File: src/rtl/sdram_arb_pkg.sv
// Shared types and default parameters for the SDRAM host/refresh arbiter.
// The optional host watchdog is enabled with SDRAM_ARB_WATCHDOG_EN (see sdram_arbiter).
package sdram_arb_pkg;

  typedef enum logic [2:0] {
    ST_INIT    = 3'd0,
    ST_IDLE    = 3'd1,
    ST_HOST    = 3'd2,
    ST_REFRESH = 3'd3,
    ST_GAP     = 3'd4
  } arb_state_t;

  localparam int DEF_REF_INTERVAL = 390;
  localparam int DEF_MAX_PENDING  = 8;
  localparam int DEF_HOST_TIMEOUT = 64;

endpackage

File: src/rtl/sdram_arbiter_refresh_timer.sv
// Refresh tick generator plus the owed-refresh counter and sticky overrun flag.
module refresh_timer
  import sdram_arb_pkg::*;
#(
  parameter int REF_INTERVAL = DEF_REF_INTERVAL,
  parameter int MAX_PENDING  = DEF_MAX_PENDING
) (
  input  logic       MEMCLK,
  input  logic       RESET_n,
  input  logic       hold,
  input  logic       ref_dec,
  input  logic       overrun_clr,
  output logic [3:0] ref_pending,
  output logic       ref_overrun
);

  localparam int              CW     = $clog2(REF_INTERVAL + 1);
  localparam logic [CW-1:0]   RELOAD = CW'(REF_INTERVAL - 1);
  localparam logic [3:0]      PMAX   = 4'(MAX_PENDING);

  logic [CW-1:0] tick_cnt;
  logic          tick;
  logic          at_max;

  // hold covers both the INIT state and the cycle that returns to it
  assign tick   = !hold && (tick_cnt == '0);
  assign at_max = (ref_pending == PMAX);

  always_ff @(posedge MEMCLK) begin
    if (!RESET_n) begin
      tick_cnt    <= RELOAD;
      ref_pending <= 4'd0;
      ref_overrun <= 1'b0;
    end else begin
      if (hold) begin
        tick_cnt    <= RELOAD;
        ref_pending <= 4'd0;
      end else begin
        tick_cnt <= tick ? RELOAD : tick_cnt - CW'(1);
        if (tick && !ref_dec && !at_max)
          ref_pending <= ref_pending + 4'd1;
        else if (ref_dec && !tick && (ref_pending != 4'd0))
          ref_pending <= ref_pending - 4'd1;
      end
      // a fresh overrun event outranks a watchdog clear in the same cycle
      if (tick && at_max)
        ref_overrun <= 1'b1;
      else if (overrun_clr)
        ref_overrun <= 1'b0;
    end
  end

endmodule

File: src/rtl/sdram_arbiter.sv
// Arbitrates the SDRAM between Zorro host cycles and auto-refresh, with a one-cycle turnaround gap.
// Define SDRAM_ARB_WATCHDOG_EN to abort host cycles that exceed HOST_TIMEOUT cycles.
module sdram_arbiter
  import sdram_arb_pkg::*;
#(
  parameter int REF_INTERVAL = DEF_REF_INTERVAL,
  parameter int MAX_PENDING  = DEF_MAX_PENDING,
  parameter int HOST_TIMEOUT = DEF_HOST_TIMEOUT
) (
  input  logic       MEMCLK,
  input  logic       RESET_n,
  input  logic       init_done,
  input  logic       host_req,
  input  logic       host_done,
  input  logic       ref_done,
  output logic       host_gnt,
  output logic       ref_gnt,
  output logic [3:0] ref_pending,
  output logic       ref_overrun,
  output logic       host_abort,
  output logic       busy,
  output logic [2:0] state_dbg
);

  localparam logic [3:0] PMAX = 4'(MAX_PENDING);

  arb_state_t state, state_nxt;
  logic       hold;
  logic       wd_expire;

  assign hold      = (state == ST_INIT) || !init_done;
  assign state_dbg = state;

  refresh_timer #(
    .REF_INTERVAL (REF_INTERVAL),
    .MAX_PENDING  (MAX_PENDING)
  ) u_timer (
    .MEMCLK      (MEMCLK),
    .RESET_n     (RESET_n),
    .hold        (hold),
    .ref_dec     (ref_done && ref_gnt),
    .overrun_clr (host_abort),
    .ref_pending (ref_pending),
    .ref_overrun (ref_overrun)
  );

`ifdef SDRAM_ARB_WATCHDOG_EN
  localparam int WW = $clog2(HOST_TIMEOUT + 1);
  logic [WW-1:0] wd_cnt;

  // wd_cnt holds (host grant cycles so far - 1) while in HOST
  always_ff @(posedge MEMCLK) begin
    if (!RESET_n || (state != ST_HOST))
      wd_cnt <= '0;
    else
      wd_cnt <= wd_cnt + WW'(1);
  end

  assign wd_expire = (state == ST_HOST) && !host_done && (wd_cnt == WW'(HOST_TIMEOUT - 1));
`else
  assign wd_expire = 1'b0;
`endif

  always_comb begin
    state_nxt = state;
    if ((state != ST_INIT) && !init_done) begin
      state_nxt = ST_INIT;
    end else begin
      case (state)
        ST_INIT:    if (init_done) state_nxt = ST_IDLE;
        ST_IDLE: begin
          if (ref_pending == PMAX)      state_nxt = ST_REFRESH;
          else if (host_req)            state_nxt = ST_HOST;
          else if (ref_pending != 4'd0) state_nxt = ST_REFRESH;
        end
        ST_HOST:    if (host_done || wd_expire) state_nxt = ST_GAP;
        ST_REFRESH: if (ref_done) state_nxt = ST_GAP;
        ST_GAP:     state_nxt = ST_IDLE;
        default:    state_nxt = ST_INIT;
      endcase
    end
  end

  // Outputs are registered from the next state so they line up with it
  always_ff @(posedge MEMCLK) begin
    if (!RESET_n) begin
      state      <= ST_INIT;
      host_gnt   <= 1'b0;
      ref_gnt    <= 1'b0;
      host_abort <= 1'b0;
      busy       <= 1'b1;
    end else begin
      state      <= state_nxt;
      host_gnt   <= (state_nxt == ST_HOST);
      ref_gnt    <= (state_nxt == ST_REFRESH);
      host_abort <= wd_expire && (state_nxt == ST_GAP);
      busy       <= (state_nxt != ST_IDLE);
    end
  end

endmodule

File: config.mk
export PLATFORM = sky130hd
export DESIGN_NAME = sdram_arbiter
export DESIGN_NICKNAME = d
export VERILOG_FILES = /design/src/rtl/sdram_arb_pkg.sv /design/src/rtl/sdram_arbiter_refresh_timer.sv /design/src/rtl/sdram_arbiter.sv
export SDC_FILE = /design/constraint.sdc
export NUM_CORES = 1
export LEC_CHECK = 0
export ABC_AREA = 1
export CAP_MARGIN = 25
export CORE_AREA = 2 2 52 54
export CTS_CLUSTER_SIZE = 40
export DETAILED_ROUTE_END_ITERATION = 7
export DIE_AREA = 0 0 54 56
export PLACE_DENSITY_LB_ADDON = 0.3
export SYNTH_ARGS = -nofsm -noshare
export SYNTH_HDL_FRONTEND = slang
export SYNTH_SLANG_ARGS = --single-unit
File: constraint.sdc
create_clock -name MEMCLK -period 2.2 [get_ports MEMCLK]
set_input_delay 0.44 -clock MEMCLK [delete_from_list [all_inputs] [get_ports MEMCLK]]
set_output_delay 0.44 -clock MEMCLK [all_outputs]
set_load 0.02 [all_outputs]
# ---- After elaboration in Yosys (flattened, before gate mapping)
# Index checks and enable logic that the tools add are counted.
dict set report word_totals {
  wordCells 51
  out_inout_bits 12
  latchBits 0
  n_memories 0
  register_bits 20
  rom_bits 0
  input_bits 6
  mem_bits_rw 0
}
dict set report classes {
  mul 0
  shifts 0
  n_div 0
  n_mux 11
  eq_ne 8
  n_lt_le_gt_ge 0
  add_sub_neg 3
  reduce_logical 21
  n_bitwise 1
}
# cell count
set op_table {}
lappend op_table {{$mux 3} 7}
lappend op_table {{$pmux 3 s5} 1}
lappend op_table {{$eq 3x2->1 const B} 4}
lappend op_table {{$logic_not 9->1} 1}
lappend op_table {{$sub 9x1->9 const B} 1}
lappend op_table {{$logic_and 1x1->1} 8}
lappend op_table {{$mux 4} 2}
lappend op_table {{$logic_not 1->1} 5}
lappend op_table {{$add 4x1->4 const B} 1}
lappend op_table {{$eq 4x4->1 const B} 1}
lappend op_table {{$reduce_bool 4->1} 1}
lappend op_table {{$sub 4x1->4 const B} 1}
lappend op_table {{$eq 3x1->1 const B} 1}
lappend op_table {{$eq 3x3->1 const B} 1}
lappend op_table {{$logic_not 3->1} 1}
lappend op_table {{$ne 3x1->1 const B} 1}
lappend op_table {{$reduce_bool 3->1} 1}
lappend op_table {{$reduce_or 3->1} 1}
lappend op_table {{$reduce_bool 2->1} 1}
lappend op_table {{$reduce_or 2->1} 1}
lappend op_table {{$logic_or 1x1->1} 1}
lappend op_table {{$mux 1} 1}
lappend op_table {{$not 1->1} 1}

# ---- Depth between registers and ports, before layout
dict set report logic_depth {
  word_depth 9
  ltp_mapped 17
  depth_no_buf 17
}

# ---- Modules after synthesis
# Synthesis repeated with hierarchy kept, for this count alone.
dict set report hier_totals {
  hier_cells 155
  area_unflattened_um2 1122.3
}
# module area_each_um2 cells_per_inst n_inst seq_area_each_um2
set by_module_without_submodules {}
lappend by_module_without_submodules {refresh_timer 772.0 105 1 280.3}
lappend by_module_without_submodules {sdram_arbiter 350.3 50 1 120.1}

# ---- Least setup slack after synthesis
# Ideal clock, no wire load.
dict set report synth_timing {
  kind {register to register}
  startpoint {reg u_timer.tick_cnt[0]}
  endpoint {reg u_timer.ref_pending[3]}
  setup_time_ns 0.112
  period_less_slack_ns 2.023
  arrival_ns 1.910
  path_stages_with_launch 17
  t_required_ns 2.088
  setup_slack_ns 0.177
  cell_sequence {dfxtp_1 > inv_1 > ha_1 > inv_1 > nor2_1 > nand2_2 > nor2_8 > nand3_4 > ha_1 > nand2_1 > nand2_1 > nor2_1 > nand4_1 > nand3_2 > nand2_1 > nand2_1 > nor2_2}
}
dict set report synth_between {
  elab_chain_cells 6
  word_cells_on_any_way 9
  classes_between {1 x mux; 8 x reduce/logical}
}
# item line_no
set synth_rtl {}
lappend synth_rtl {{from (decl)} sdram_arbiter_refresh_timer.sv:21} ;# logic [CW-1:0] tick_cnt;
lappend synth_rtl {{from (signal assigned)} sdram_arbiter_refresh_timer.sv:39} ;# tick_cnt <= tick ? RELOAD : tick_cnt - CW'(1);
lappend synth_rtl {{$logic_not 9->1 *} sdram_arbiter_refresh_timer.sv:26} ;# assign tick = !hold && (tick_cnt == '0);
lappend synth_rtl {{$logic_and 1x1->1 *} sdram_arbiter_refresh_timer.sv:26}
lappend synth_rtl {{$logic_not 1->1} sdram_arbiter_refresh_timer.sv:42} ;# else if (ref_dec && !tick && (ref_pending != 4'd0))
lappend synth_rtl {{$logic_and 1x1->1 (2 in series)} sdram_arbiter_refresh_timer.sv:42}
lappend synth_rtl {{$reduce_bool 2->1 (no line)} -}
lappend synth_rtl {{to (signal assigned)} sdram_arbiter_refresh_timer.sv:41} ;# ref_pending <= ref_pending + 4'd1;
lappend synth_rtl {{to (signal assigned)} sdram_arbiter_refresh_timer.sv:43} ;# ref_pending <= ref_pending - 4'd1;
lappend synth_rtl {{to (decl)} sdram_arbiter_refresh_timer.sv:13} ;# output logic [3:0] ref_pending,
# Mark *: on every way between the ends. The rest lies on a longest branch, timed or not.
# A chain may end at the register's enable or synchronous reset.

# ---- Worst setup path after layout
# Same ends and word-level chain as after synthesis.

==> results.sh <==
export IMPL_p_clk_frac=0.396
export IMPL_htree_levels=1
export IMPL_drive_gt1_frac=0.212
export IMPL_dp_hpwl_mm=1.62
export IMPL_p_leak_nw=0.594
export IMPL_finalMaxSlewViolations=0
export IMPL_cpMostUsedCell="nand2_1"
export IMPL_finalNonFillerCells=200
export IMPL_synthCells=143
export IMPL_power_total_w=0.000768
export IMPL_cts_clk_slew_worst_paths_ns=0.12
export IMPL_p_int_w=0.000591
export IMPL_holdWs_ns=0.405
export IMPL_num_io_pins=18
export IMPL_place_inst=193
export IMPL_drt_iter0_drc=21
export IMPL_cts_buffer_depth=2
export IMPL_initial_core_util=0.450
export IMPL_syn_to_final_growth_pct=29.1
export IMPL_rsz0062_at_grt="no"
export IMPL_max_cap_violations=0
export IMPL_crit_fanout=4
export IMPL_yosysTopAreaCell="dfxtp_1"
export IMPL_final_antenna_net_count=0
export IMPL_fmax_mhz=499
export IMPL_antenna_found_initial=0
export IMPL_synth_area_top_cells="dfxtp_1 (37%), nand2_1 (10%), nor2_1 (6.9%), inv_1 (5.1%), ha_1 (4.6%)"
export IMPL_syn_num_nets=154
export IMPL_yosysSeqAreaShare=0.366
export IMPL_layout_commonest_cell="nand2_1"
export IMPL_die_h_um=56
export IMPL_hp_class="flop to flop"
export IMPL_insertion_delay_ns=0.30
export IMPL_route_detailed_drc=0
export IMPL_end_kind="flop"
export IMPL_synth_top_area_frac=0.366
export IMPL_coreArea_um2=2430
export IMPL_grt_start_max_net_pins=13
export IMPL_clock_sinks=20
export IMPL_setup_viol=0
export IMPL_status="finished, final reports clean"
export IMPL_syn_cell_area_um2=1090
export IMPL_grt_overflow_total=0
export IMPL_power_frac_seq=0.491
export IMPL_min_period_ns=2.00
export IMPL_max_vdd_ir_drop_v=0.000484
export IMPL_crit_path_cell_trace="inv_1, ha_1, inv_1, nor2_1, nand2_2, nor2_8, nand3_4, ha_4, nand2_1, nand2_1, nor2_2, nand4_1, nand3_2, nand2_1, nand2_1, nor2_2"
export IMPL_syn_avg_cell_area_um2=7.65
export IMPL_crit_path_max_incr_delay_ns=0.33
export IMPL_cts_made_buffers=3
export IMPL_antennaDiodeCount=0
export IMPL_globalplace_congestion=0.743
export IMPL_routedWlPerCell_um=11.1
export IMPL_synth_seq_cells=20
export IMPL_final_cell_mix="nand2_1 (30), dfxtp_1 (20), nor2_1 (19)"
export IMPL_powerDensity_nw_per_um2=544
export IMPL_arrival_ns=2.22
export IMPL_grt_usage=0.150
export IMPL_period_share=0.910
export IMPL_via_count=971
export IMPL_grt_first_pass_wirelength_mm=3.45
export IMPL_worstSetupPathType="flop to flop"
export IMPL_start_kind="flop"
export IMPL_swShare=0.231
export IMPL_finalClockSkew_ns=0.00545
export IMPL_cpLargestDelayFamily="simple AND/OR/NAND/NOR gates"
export IMPL_yosysUniqueCellTypes=32
export IMPL_power_frac_comb=0.113
export IMPL_cts_root_buf="clkbuf_4"
export IMPL_finalHoldViolCount=0
export IMPL_routed_wl_mm=2.21
export IMPL_grt_pass1_vias=821
export IMPL_fp_row_count=18
export IMPL_cts_tree="built"
export IMPL_power_switching_w=0.000177
export IMPL_crit_buf_inv=2
export IMPL_dieArea_um2=3020
export IMPL_num_fill_cells=224
export IMPL_cp_slowest_cell="dfxtp_1"
export IMPL_first_pass_iters=4
export IMPL_fin_nets=182
export IMPL_die_width_um=54
export IMPL_ys_warn_count=0
export IMPL_port_buffers=16
export IMPL_viasPerCell=4.86
export IMPL_required_ns=2.42
metal layers:
metal | track usage | vias to the layer above | routed length [µm]
met5 | 0 | - | 0
met4 | 0.0321 | 0 | 15
met3 | 0.0403 | 2 | 85
met2 | 0.247 | 18 | 1160
met1 | 0.192 | 444 | 953
li1 | - | 507 | -
stage by stage:
| step | setup TNS, ns | utilization | cell area, µm² | worst slack (ns) |
|---|---|---|---|---|
| after global placement | -0.111 | 0.543 | 1320 | -0.102 |
| after CTS | 0 | 0.565 | 1370 | 0.108 |
| after floorplan | 0 | - | 1090 | 0.177 |
| after detailed placement | -0.166 | 0.543 | 1320 | -0.130 |
| after global routing | 0 | 0.580 | 1410 | 0.0188 |
| final | 0 | 0.580 | 1410 | 0.198 |
sequential cells by signal, summed over array words and instances (netlist names):
signal,count
busy,1
host_gnt,1
state_dbg,3
ref_gnt,1
u_timer.tick_cnt,9
u_timer.ref_pending,4
u_timer.ref_overrun,1
power groups by stage:
stage | clock [W] | combinational, W | sequential (W)
6_report | 0.000304 | 0.0000869 | 0.000377
5_1_grt | 0.000326 | 0.0000947 | 0.000378
4_1_cts | 0.000312 | 0.0000866 | 0.000377
3_5_place_dp | 0 | 0.0000862 | 0.000386
3_3_place_gp | 0 | 0.0000847 | 0.000385
2_1_floorplan | 0 | 0.0000416 | 0.000392
final cells by class:
type                       count  area (µm²)  area share
multi-input combinational    103         629       0.446
tap                           30        37.5      0.0266
sequential                    20         400       0.284
clock buffer                   3        22.5      0.0160
inverter                      19        71.3      0.0505
clock inverter                 1        30.0      0.0213
timing repair buffer          24         220       0.156
worst reg2reg max path: stages, from the launching register on:
cell     delay [ns]
dfxtp_1        0.33
inv_1          0.07
ha_1           0.15
inv_1          0.04
nor2_1         0.10
nand2_2        0.10
nor2_8         0.15
nand3_4        0.10
ha_4           0.23
nand2_1        0.06
nand2_1        0.07
nor2_2         0.12
nand4_1        0.14
nand3_2        0.10
nand2_1        0.05
nand2_1        0.07
nor2_2         0.03
logic make-up (layout without fill, tap and decap cells):
logic type                 after synthesis  in the layout  synth area share
AOI/OAI and AO/OA                       16             16             0.103
buffers and inverters                   20             47            0.0721
and+or+nand+nor                         77             77             0.359
other                                    1              1           0.00343
xor gates and xnor gates                 4              4            0.0320
adders and majority gates                5              5            0.0641
DFF                                     20             20             0.366
Yosys cell counts (all sizes together):
cell type / count
o21a: 1
a211oi: 1
buf: 1
nor3b: 1
or2: 1
nand2: 36
o211ai: 1
conb: 1
a21boi: 1
o21ai: 3
or3: 1
a21oi: 8
nor3: 2
fa: 1
inv: 19
nand3: 7
dfxtp: 20
nand4: 3
ha: 4
xnor2: 4
a22oi: 1
nor2: 26
final timing paths:
| check | from | to | slack [ns] | cells past startpoint |
|---|---|---|---|---|
| worst max-delay path | u_timer.tick_cnt[0]$_SDFF_PP1_ | u_timer.ref_pending[3]$_SDFFE_PP0P_ | 0.20 | 16 |
| worst min-delay path | u_timer.tick_cnt[0]$_SDFF_PP1_ | u_timer.tick_cnt[0]$_SDFF_PP1_ | 0.41 | 1 |
| worst max register to register | u_timer.tick_cnt[0]$_SDFF_PP1_ | u_timer.ref_pending[3]$_SDFFE_PP0P_ | 0.20 | 16 |
| worst min register to register | u_timer.tick_cnt[0]$_SDFF_PP1_ | u_timer.tick_cnt[0]$_SDFF_PP1_ | 0.41 | 1 |
repair_timing:
item                                    4_1_cts  5_1_grt
gates resized for setup                       0        2
endpoints found under the setup margin        0        1
hold buffers                                  0        0
buffers inserted                              0        3
Power figures use the tool's default switching activity.
